==> config.mk <==
export PLATFORM = sky130hd
export DESIGN_NAME = addsub_op_sequencer
export DESIGN_NICKNAME = d
export VERILOG_FILES = /design/src/rtl/addsub_op_sequencer.sv
export SDC_FILE = /design/constraint.sdc
export NUM_CORES = 1
export LEC_CHECK = 0
export ABC_AREA = 1
export CAP_MARGIN = 15
export CORE_MARGIN = 2
export CORE_UTILIZATION = 41
export DETAILED_ROUTE_END_ITERATION = 6
export DONT_BUFFER_PORTS = 1
export GPL_TIMING_DRIVEN = 0
export PLACE_DENSITY = 0.64
export SLEW_MARGIN = 5
export SYNTH_ARGS = -nofsm -noshare
export SYNTH_HDL_FRONTEND = slang
export SYNTH_SLANG_ARGS = --single-unit
==> constraint.sdc <==
create_clock -name clk_i -period 2.7 [get_ports clk_i]
set_clock_uncertainty 0.05 [all_clocks]
set_input_delay 0.54 -clock clk_i [delete_from_list [all_inputs] [get_ports clk_i]]
set_output_delay 0.54 -clock clk_i [all_outputs]
set_load 0.01 [all_outputs]
==> src/rtl/addsub_op_sequencer.sv <==
// rtl/addsub_op_sequencer.sv - operand/result sequencer wrapping a combinational W-bit add/sub unit
//
// Purpose:
//   Collects operand A, then operand B plus the operation select, from one
//   narrow valid/ready input stream. It presents the registered operands to an
//   external combinational add/sub unit, captures its sum/difference and
//   carry/borrow one cycle later, and offers the captured result on a
//   valid/ready output. One operation is in flight at a time.
//
// Optional feature (macro ADDSUB_ACCUM_EN):
//   defined   - accumulate mode. On each result handoff the captured result
//               becomes the next operand A and the FSM waits only for B + sel.
//               The carry/borrow is not chained. Only reset returns to GET_A.
//   undefined - every operation takes two input beats (A, then B + sel).
//
// Ports:
//   clk_i        in   1  clock, rising edge
//   rst_i        in   1  synchronous active-high reset
//   in_valid_i   in   1  input beat valid
//   in_ready_o   out  1  input beat accepted on in_valid_i && in_ready_o
//   in_data_i    in   W  operand (A on first beat, B on second)
//   in_sel_i     in   1  operation, sampled on the B beat: 0 add, 1 subtract
//   au_A_o       out  W  registered operand A to the add/sub unit
//   au_B_o       out  W  registered operand B to the add/sub unit
//   au_sel_o     out  1  registered operation select to the add/sub unit
//   au_S_i       in   W  sum/difference from the add/sub unit
//   au_C_i       in   1  carry (add) / borrow (subtract) from the add/sub unit
//   res_valid_o  out  1  captured result available
//   res_ready_i  in   1  downstream accepts the result
//   res_data_o   out  W  captured result
//   res_carry_o  out  1  captured carry/borrow
//   busy_o       out  1  high in every state except GET_A
//   op_count_o   out  8  results handed off, wraps 255 -> 0

module addsub_op_sequencer #(
  parameter int W = 4
) (
  input  logic         clk_i,
  input  logic         rst_i,
  input  logic         in_valid_i,
  output logic         in_ready_o,
  input  logic [W-1:0] in_data_i,
  input  logic         in_sel_i,
  output logic [W-1:0] au_A_o,
  output logic [W-1:0] au_B_o,
  output logic         au_sel_o,
  input  logic [W-1:0] au_S_i,
  input  logic         au_C_i,
  output logic         res_valid_o,
  input  logic         res_ready_i,
  output logic [W-1:0] res_data_o,
  output logic         res_carry_o,
  output logic         busy_o,
  output logic [7:0]   op_count_o
);

  localparam logic [1:0] S_GET_A = 2'd0;
  localparam logic [1:0] S_GET_B = 2'd1;
  localparam logic [1:0] S_EXEC  = 2'd2;
  localparam logic [1:0] S_OUT   = 2'd3;

  logic [1:0] state;

  // Handshakes are pure state decodes so neither side sees a combinational
  // path from its own valid/ready back to the other's.
  assign in_ready_o  = (state == S_GET_A) || (state == S_GET_B);
  assign res_valid_o = (state == S_OUT);
  assign busy_o      = (state != S_GET_A);

  always_ff @(posedge clk_i) begin
    if (rst_i) begin
      state       <= S_GET_A;
      au_A_o      <= '0;
      au_B_o      <= '0;
      au_sel_o    <= 1'b0;
      res_data_o  <= '0;
      res_carry_o <= 1'b0;
      op_count_o  <= 8'd0;
    end else begin
      case (state)
        S_GET_A: begin
          if (in_valid_i) begin
            au_A_o <= in_data_i;
            state  <= S_GET_B;
          end
        end
        S_GET_B: begin
          if (in_valid_i) begin
            au_B_o   <= in_data_i;
            au_sel_o <= in_sel_i;
            state    <= S_EXEC;
          end
        end
        S_EXEC: begin
          // Operands have been stable on au_*_o for a full cycle; the unit's
          // outputs are settled and are captured as-is.
          res_data_o  <= au_S_i;
          res_carry_o <= au_C_i;
          state       <= S_OUT;
        end
        S_OUT: begin
          if (res_ready_i) begin
            op_count_o <= op_count_o + 8'd1;
`ifdef ADDSUB_ACCUM_EN
            au_A_o <= res_data_o;
            state  <= S_GET_B;
`else
            state  <= S_GET_A;
`endif
          end
        end
        default: state <= S_GET_A;
      endcase
    end
  end

endmodule
Word level (Yosys, flattened, before mapping)
Index checks and enable logic that the tools add are counted.

storage, ports and cells
  flip-flop bits (word level) = 24
  input bits = 14
  output and inout port bits = 25
  word-level logic and storage cells = 25

operators by class
  add/sub/neg operators = 1
  eq/ne operators = 6
  muxes and demuxes = 4
  reductions and logical operators = 7

operator list
  kind                                                              number
  8-bit by 1-bit adder with 8-bit output (second input constant)    1
  2-bit case mux with 4 select lines                                1
  2-bit 2-to-1 mux                                                  3
  2-bit AND reduction                                               3
  2-bit == test (second input constant)                             2
  2-bit != test (second input constant)                             2
  3-bit AND reduction                                               1
  2-bit by 1-bit == test with 1-bit output (second input constant)  1
  2-bit zero test                                                   1
  2-bit by 1-bit != test with 1-bit output (second input constant)  1
  2-bit nonzero test                                                1
  1-bit logical OR                                                  1

Logic depth before layout (Yosys ltp)
Gate-level depths: netlist of run 1.

  depth in word-level cells = 3
  mapped depth = 7
  depth with buffers taken out = 7

Worst setup path before layout of run 1
No wires, ideal clock.

  path kind = register to output
  start = register state[0]
  end = output port in_ready_o
  arrival time = 888 ps
  data required time = 2110 ps
  slack = 1222 ps
  cell stages (with the launch flop) = 4
  buffers on the path = 0
  cell sequence = dfxtp_1 > inv_1 > ha_1 > or2_1

on the way
  word-level cells in the longest chain between the ends = 2
  elaborated cells between the ends (all ways) = 3
  those cells by class = eq/ne: 1; reduce/logical: 2

ends and longest elaborated chain
  what                                                                                line  RTL
  start, declared                                                                     62    logic [1:0] state;
  start signal, assigned                                                              72    state <= S_GET_A;
  start signal, assigned                                                              84    state <= S_GET_B;
  start signal, assigned                                                              91    state <= S_EXEC;
  2-bit by 1-bit == test with 1-bit output / 2-bit zero test (equally long branches)  66    assign in_ready_o = (state == S_GET_A) || (state == S_GET_B);
  1-bit logical OR (*)                                                                66
  end, declared                                                                       41    output logic in_ready_o,

Mark *: on every way between the ends. The rest lies on a longest branch, timed or not.

Worst setup path after layout of run 1
Ends and elaborated chain as after synthesis.

==> results of run 1 <==
[area by class of cell]
cell class / count / area, µm² / area share
Buffer: 2 / 8.76 / 0.00773
Sequential cell: 24 / 480 / 0.424
Inverter: 19 / 71.3 / 0.0630
Clock buffer: 4 / 36.3 / 0.0320
Tap cell: 30 / 37.5 / 0.0331
Multi-Input combinational cell: 105 / 498 / 0.440
[worst register-to-register path: stages (launching register included)]
cell	delay, ps
dfxtp_1	410
inv_1	100
ha_1	240
or2_1	280
nand2_1	130
nand3_1	90
nand2_1	60
nor2_1	40
[registers in the layout, indices dropped and copies added (netlist names)]
register     count
au_A_o           4
au_B_o           4
au_sel_o         1
op_count_o       8
res_carry_o      1
res_data_o       4
state            2
[where the power goes]
group	leakage (nW)	total [mW]	switching, mW	internal, mW
combinational	0.308	0.297	0.193	0.105
clock	0.0210	0.190	0.108	0.0823
sequential	0.196	0.525	0.0899	0.436
total	0.525	1.01	0.390	0.623
[metal layers]
metal,up-vias,part of all wire
met5,-,0
met4,0,0.0070
met3,2,0.058
met2,18,0.48
met1,401,0.46
li1,473,-
[logic make-up after synthesis]
family / synth area share
simple gates: 0.292
fa+ha+maj: 0.0709
buf+inv: 0.0756
compound gates: 0.0993
flops: 0.454
xor+xnor: 0.00828
[cells in the final DEF, fill, tap and decap left out, types with 2 or more instances in the layout]
cell      count
a21oi_1       5
nand2_1      24
nor2_2        2
nor2_1       44
inv_1        19
o21ai_0      16
ha_1          6
nand3_1       5
clkbuf_4      3
dfxtp_1      24
[stage by stage]
stage               power [mW]   util  std cells  worst slack [ps]
floorplan                0.762      -        150              1220
global placement         0.816  0.446        180              1170
detailed placement       0.835  0.446        180              1140
CTS                       1.03  0.461        184               768
global route              1.10  0.461        184               699
finish                    1.01  0.461        184               779
[how the worst max path moves through the flow]
stage / cells after the start / slack (ps) / endpoint
6_report: 3 / 780 / in_ready_o
3_5_place_dp: 3 / 1140 / in_ready_o
3_3_place_gp: 3 / 1170 / in_ready_o
2_1_floorplan: 3 / 1220 / in_ready_o
4_1_cts: 3 / 770 / in_ready_o
5_1_grt: 3 / 700 / in_ready_o
==> impl_metrics.tcl, run 1 <==
set metrics [dict create \
    critical_path_buf_inv_count 1 \
    synth_common_cells "nor2_1, dfxtp_1, nand2_1" \
    met2_usage 0.260 \
    required_ps 2110 \
    grt_overflow 0 \
    min_period_ps 1920 \
    grt_start_max_net_pins 14 \
    use_met3 0.0464 \
    met1_usage 0.189 \
    async_flop_share 0 \
    drtIter0Drc 13 \
    drive_gt1_frac 0.0519 \
    r2r_slack_ps 1220 \
    hold_slack_ps 228 \
    ios 39 \
    timing.final.crit_share 0.712 \
    final_area_um2 1130 \
    nets 175 \
    synthCells 150 \
    slew_headroom 0.761 \
    slowest_delay_ps 410 \
    synth.most_common_cell "nor2_1" \
    setup_tns_ps 0 \
    synth.distinct_cells 14 \
    setup_viol 0 \
    cts_setup_buffers 0 \
    core_region_area_um2 2450 \
    whs_endpoint "op_count_o[2]$_SDFFE_PP0P_" \
    place_area_um2 1100 \
    insertion_delay_ps 310 \
    antenna_left 0 \
    powerDensity_nw_per_um2 895 \
    cts_resized 0 \
    criticalPathCategory "reg -> out" \
    slowest_stage "dfxtp_1" \
    place_congestion 0.707 \
    tightest_slew_ps 358 \
    crit_start "state[0]$_SDFFE_PP0P_" \
    synth_area_per_cell_um2 7.06 \
    first_pass_iters 3 \
    hold-path-cell-count 1 \
    ys_ff_latch 24 \
    antenna_found_initial 0 \
    dp_hpwl_um 1680 \
    status "complete, no violations" \
    critPathTopFamily "flip-flops" \
    drcViolationCount 0 \
    vdd_drop_max_v 0.000473 \
    startpoint_type "register" \
    row_count 18 \
    holdBufCountCts 0 \
    wl_per_cell_um 11.7 \
    n_antenna_cell 0 \
    cts.path.max_buffers 2 \
    start_util 0.431 \
    h-tree-depth 1 \
    die_w_um 54.8 \
    vias_per_cell 4.86 \
    die_y_um 54.8 \
    reg2reg_to "state[1]$_SDFFE_PP0P_" \
    cts_tree "built" \
    grt_pass1_wl_um 3420 \
    grt_pass1_vias 766 \
    syn_nets 170 \
    hold_class "in -> reg" \
    ys.flop_type "dfxtp_1" \
    fmax_ghz 0.520 \
    grtUsageTotal 0.157 \
    clkSinkCount 24 \
    synth_edf_count 0 \
    timing.rr.start "state[0]$_SDFFE_PP0P_" \
    syn_area_um2 1060 \
    min_from "rst_i" \
    grt-busiest-layer "met2" \
    seq_area_frac_synth 0.454 \
    final-hold-violation-count 0 \
    rsz0062_at_grt "no" \
    synth_area_leaders "dfxtp_1, nor2_1, nand2_1" \
    ff2ff_path_depth 7 \
    io_buffers 0 \
    synthToLayoutAreaGrowth_pct 6.97 \
    postRouteWirelength_um 2150 \
    drv_cap 0 \
    cts_made_buffers 3 \
    clkTransAtPathRegs_ps 130 \
    cts_root_buffer "clkbuf_4" \
    slew_violations 0 \
    cp-end-kind "output port" \
    cp_max_fo 4 \
    vias 894 \
    synth_area_leader_cell "dfxtp_1" \
    cp_cell_sequence "inv_1 -> ha_1 -> or2_1" \
    ys_warn_count 0 \
    p_leak_nw 0.525 \
    synth_top_area_frac 0.454 \
    nFillCells 268 \
    cp.arrival_ps 1330 \
    die_area_um2 3000 \
]
Power figures use the tool's default switching activity.
==> run 2, diff against run 1 <==
==> constraint.sdc (replaced) <==
create_clock -name clk_i -period 1.8 [get_ports clk_i]
set_clock_uncertainty 0.05 [all_clocks]
set_input_delay 0.36 -clock clk_i [delete_from_list [all_inputs] [get_ports clk_i]]
set_output_delay 0.36 -clock clk_i [all_outputs]
set_load 0.01 [all_outputs]
==> run 2 against run 1 <==
Against the previous run: hold slack worse by 180 ps; critical path type unchanged; non-clock buffer count stayed put; sequential share of layout area is 0.13 points higher; sequential power is 51% higher; critical path depth stayed put; core utilization is 0.10 points higher; global-route usage stayed put; first-iteration DRC count is 7.7% higher; final cell count stayed put; combinational power is 51% higher.
==> impl_metrics.tcl, run 2 (synthesized netlist as in run 1, its figures left out) <==
set metrics [dict create \
    place_congestion 0.707 \
    timing.rr.start "state[0]$_SDFFE_PP0P_" \
    ff2ff_path_depth 7 \
    tightest_slew_ps 364 \
    slowest_delay_ps 380 \
    grt_pass1_vias 766 \
    n_antenna_cell 0 \
    h-tree-depth 1 \
    vdd_drop_max_v 0.000709 \
    clkTransAtPathRegs_ps 130 \
    grt_overflow 0 \
    critPathTopFamily "flip-flops" \
    setup_tns_ps 0 \
    synthToLayoutAreaGrowth_pct 7.21 \
    insertion_delay_ps 310 \
    cp-end-kind "output port" \
    cp_max_fo 4 \
    power.switching_uw 588 \
    grt_pass1_wl_um 3420 \
    grtUsageTotal 0.157 \
    row_count 18 \
    io_buffers 0 \
    r2r_slack_ps 360 \
    grt_start_max_net_pins 14 \
    reg2reg_to "state[1]$_SDFFE_PP0P_" \
    drcViolationCount 0 \
    first_pass_iters 4 \
    cts_root_buffer "clkbuf_4" \
    final_common_cell "nor2_1" \
    slowest_stage "dfxtp_2" \
    nFillCells 272 \
    whs_endpoint "op_count_o[2]$_SDFFE_PP0P_" \
    clkPwrFrac 0.187 \
    cts_made_buffers 3 \
    hold-path-cell-count 1 \
    die_w_um 54.8 \
    criticalPathCategory "reg -> out" \
    regMostFlops "op_count_o" \
    antenna_left 0 \
    die_y_um 54.8 \
    die_area_um2 3000 \
    core_region_area_um2 2450 \
    finish.utilization 0.462 \
    power_frac_comb 0.294 \
    final-hold-violation-count 0 \
    min_period_ps 1680 \
    cts_tree "built" \
    cts.path.max_buffers 2 \
    hold_class "in -> reg" \
    drv_cap 0 \
    vias_per_cell 4.88 \
    cp_cell_sequence "inv_1 -> ha_1 -> or2_1" \
    slew_violations 0 \
    antenna_found_initial 0 \
    fmax_ghz 0.594 \
    powerDensity_nw_per_um2 1350 \
    drive_gt1_frac 0.0649 \
    clkSinkCount 24 \
    postRouteWirelength_um 2180 \
    wl_per_cell_um 11.8 \
    final_area_um2 1130 \
    timing.final.crit_share 0.935 \
    nets 175 \
    final_cell_mix "nor2_1, nand2_1, dfxtp_1" \
    dp_hpwl_um 1680 \
    startpoint_type "register" \
    p_leak_nw 0.525 \
    rsz0062_at_grt "no" \
    cp.arrival_ps 1270 \
    required_ps 1390 \
    status "complete, no violations" \
    ios 39 \
    drtIter0Drc 14 \
    min_from "rst_i" \
    place_area_um2 1100 \
    intPower_uw 939 \
    largest_reg_flops 8 \
    slew_headroom 0.757 \
    start_util 0.431 \
    setup_viol 0 \
    vias 897 \
    critical_path_buf_inv_count 1 \
    p_sw_frac 0.385 \
    pwr-share-seq 0.520 \
]
-- run 2: worst max path at each step --
stage / startpoint / endpoint / slack (ps) / cells past startpoint
detailed placement: state[1]$_SDFFE_PP0P_ / op_count_o[5]$_SDFFE_PP0P_ / 340 / 6
finish: state[0]$_SDFFE_PP0P_ / in_ready_o / 120 / 3
global placement: state[0]$_SDFFE_PP0P_ / op_count_o[5]$_SDFFE_PP0P_ / 370 / 6
global route: state[0]$_SDFFE_PP0P_ / in_ready_o / 40 / 3
CTS: state[0]$_SDFFE_PP0P_ / in_ready_o / 50 / 3
floorplan: state[0]$_SDFFE_PP0P_ / state[0]$_SDFFE_PP0P_ / 470 / 7
-- run 2: area by class of cell --
class	instances	area, µm²	area share
multi-input combinational	105	498	0.439
tap	30	37.5	0.0331
buffer	2	8.76	0.00772
inverter	19	71.3	0.0628
sequential	24	483	0.426
clock buffer	4	36.3	0.0320
-- run 2: timing repair --
item,CTS,global route
setup buffers,0,0
gates resized for setup,0,2
endpoints found under the setup margin,0,1
hold buffers,0,0
-- run 2: worst register-to-register path, cell delays in order (launching register included) --
cell     delay, ps
dfxtp_2        380
inv_1           80
ha_1           230
or2_1          280
nand2_1        140
nand3_1         90
nand2_1         60
nor2_1          40
-- run 2: per-stage QoR --
step	hold slack (ps)	setup WS (ps)	cells	total power, mW
finish	48.3	118	184	1.53
global route	21.0	44.9	184	1.65
CTS	36.3	48.5	184	1.54
detailed placement	385	338	180	1.25
global placement	384	373	180	1.22
floorplan	382	472	150	1.14
-- run 2: metal layers --
layer | global-route usage | share of wire | up-vias
met1 | 0.189 | 0.45 | 404
met3 | 0.0464 | 0.057 | 2
met5 | 0 | 0 | -
met4 | 0.0625 | 0.0069 | 0
li1 | - | - | 473
met2 | 0.260 | 0.48 | 18
-- run 2: power groups by stage --
stage | Sequential [mW] | Combinational, mW | Clock [mW]
after floorplan | 0.776 | 0.366 | 0
after global placement | 0.798 | 0.426 | 0
after detailed placement | 0.803 | 0.449 | 0
after CTS | 0.791 | 0.452 | 0.297
after global routing | 0.811 | 0.524 | 0.316
final | 0.793 | 0.449 | 0.285
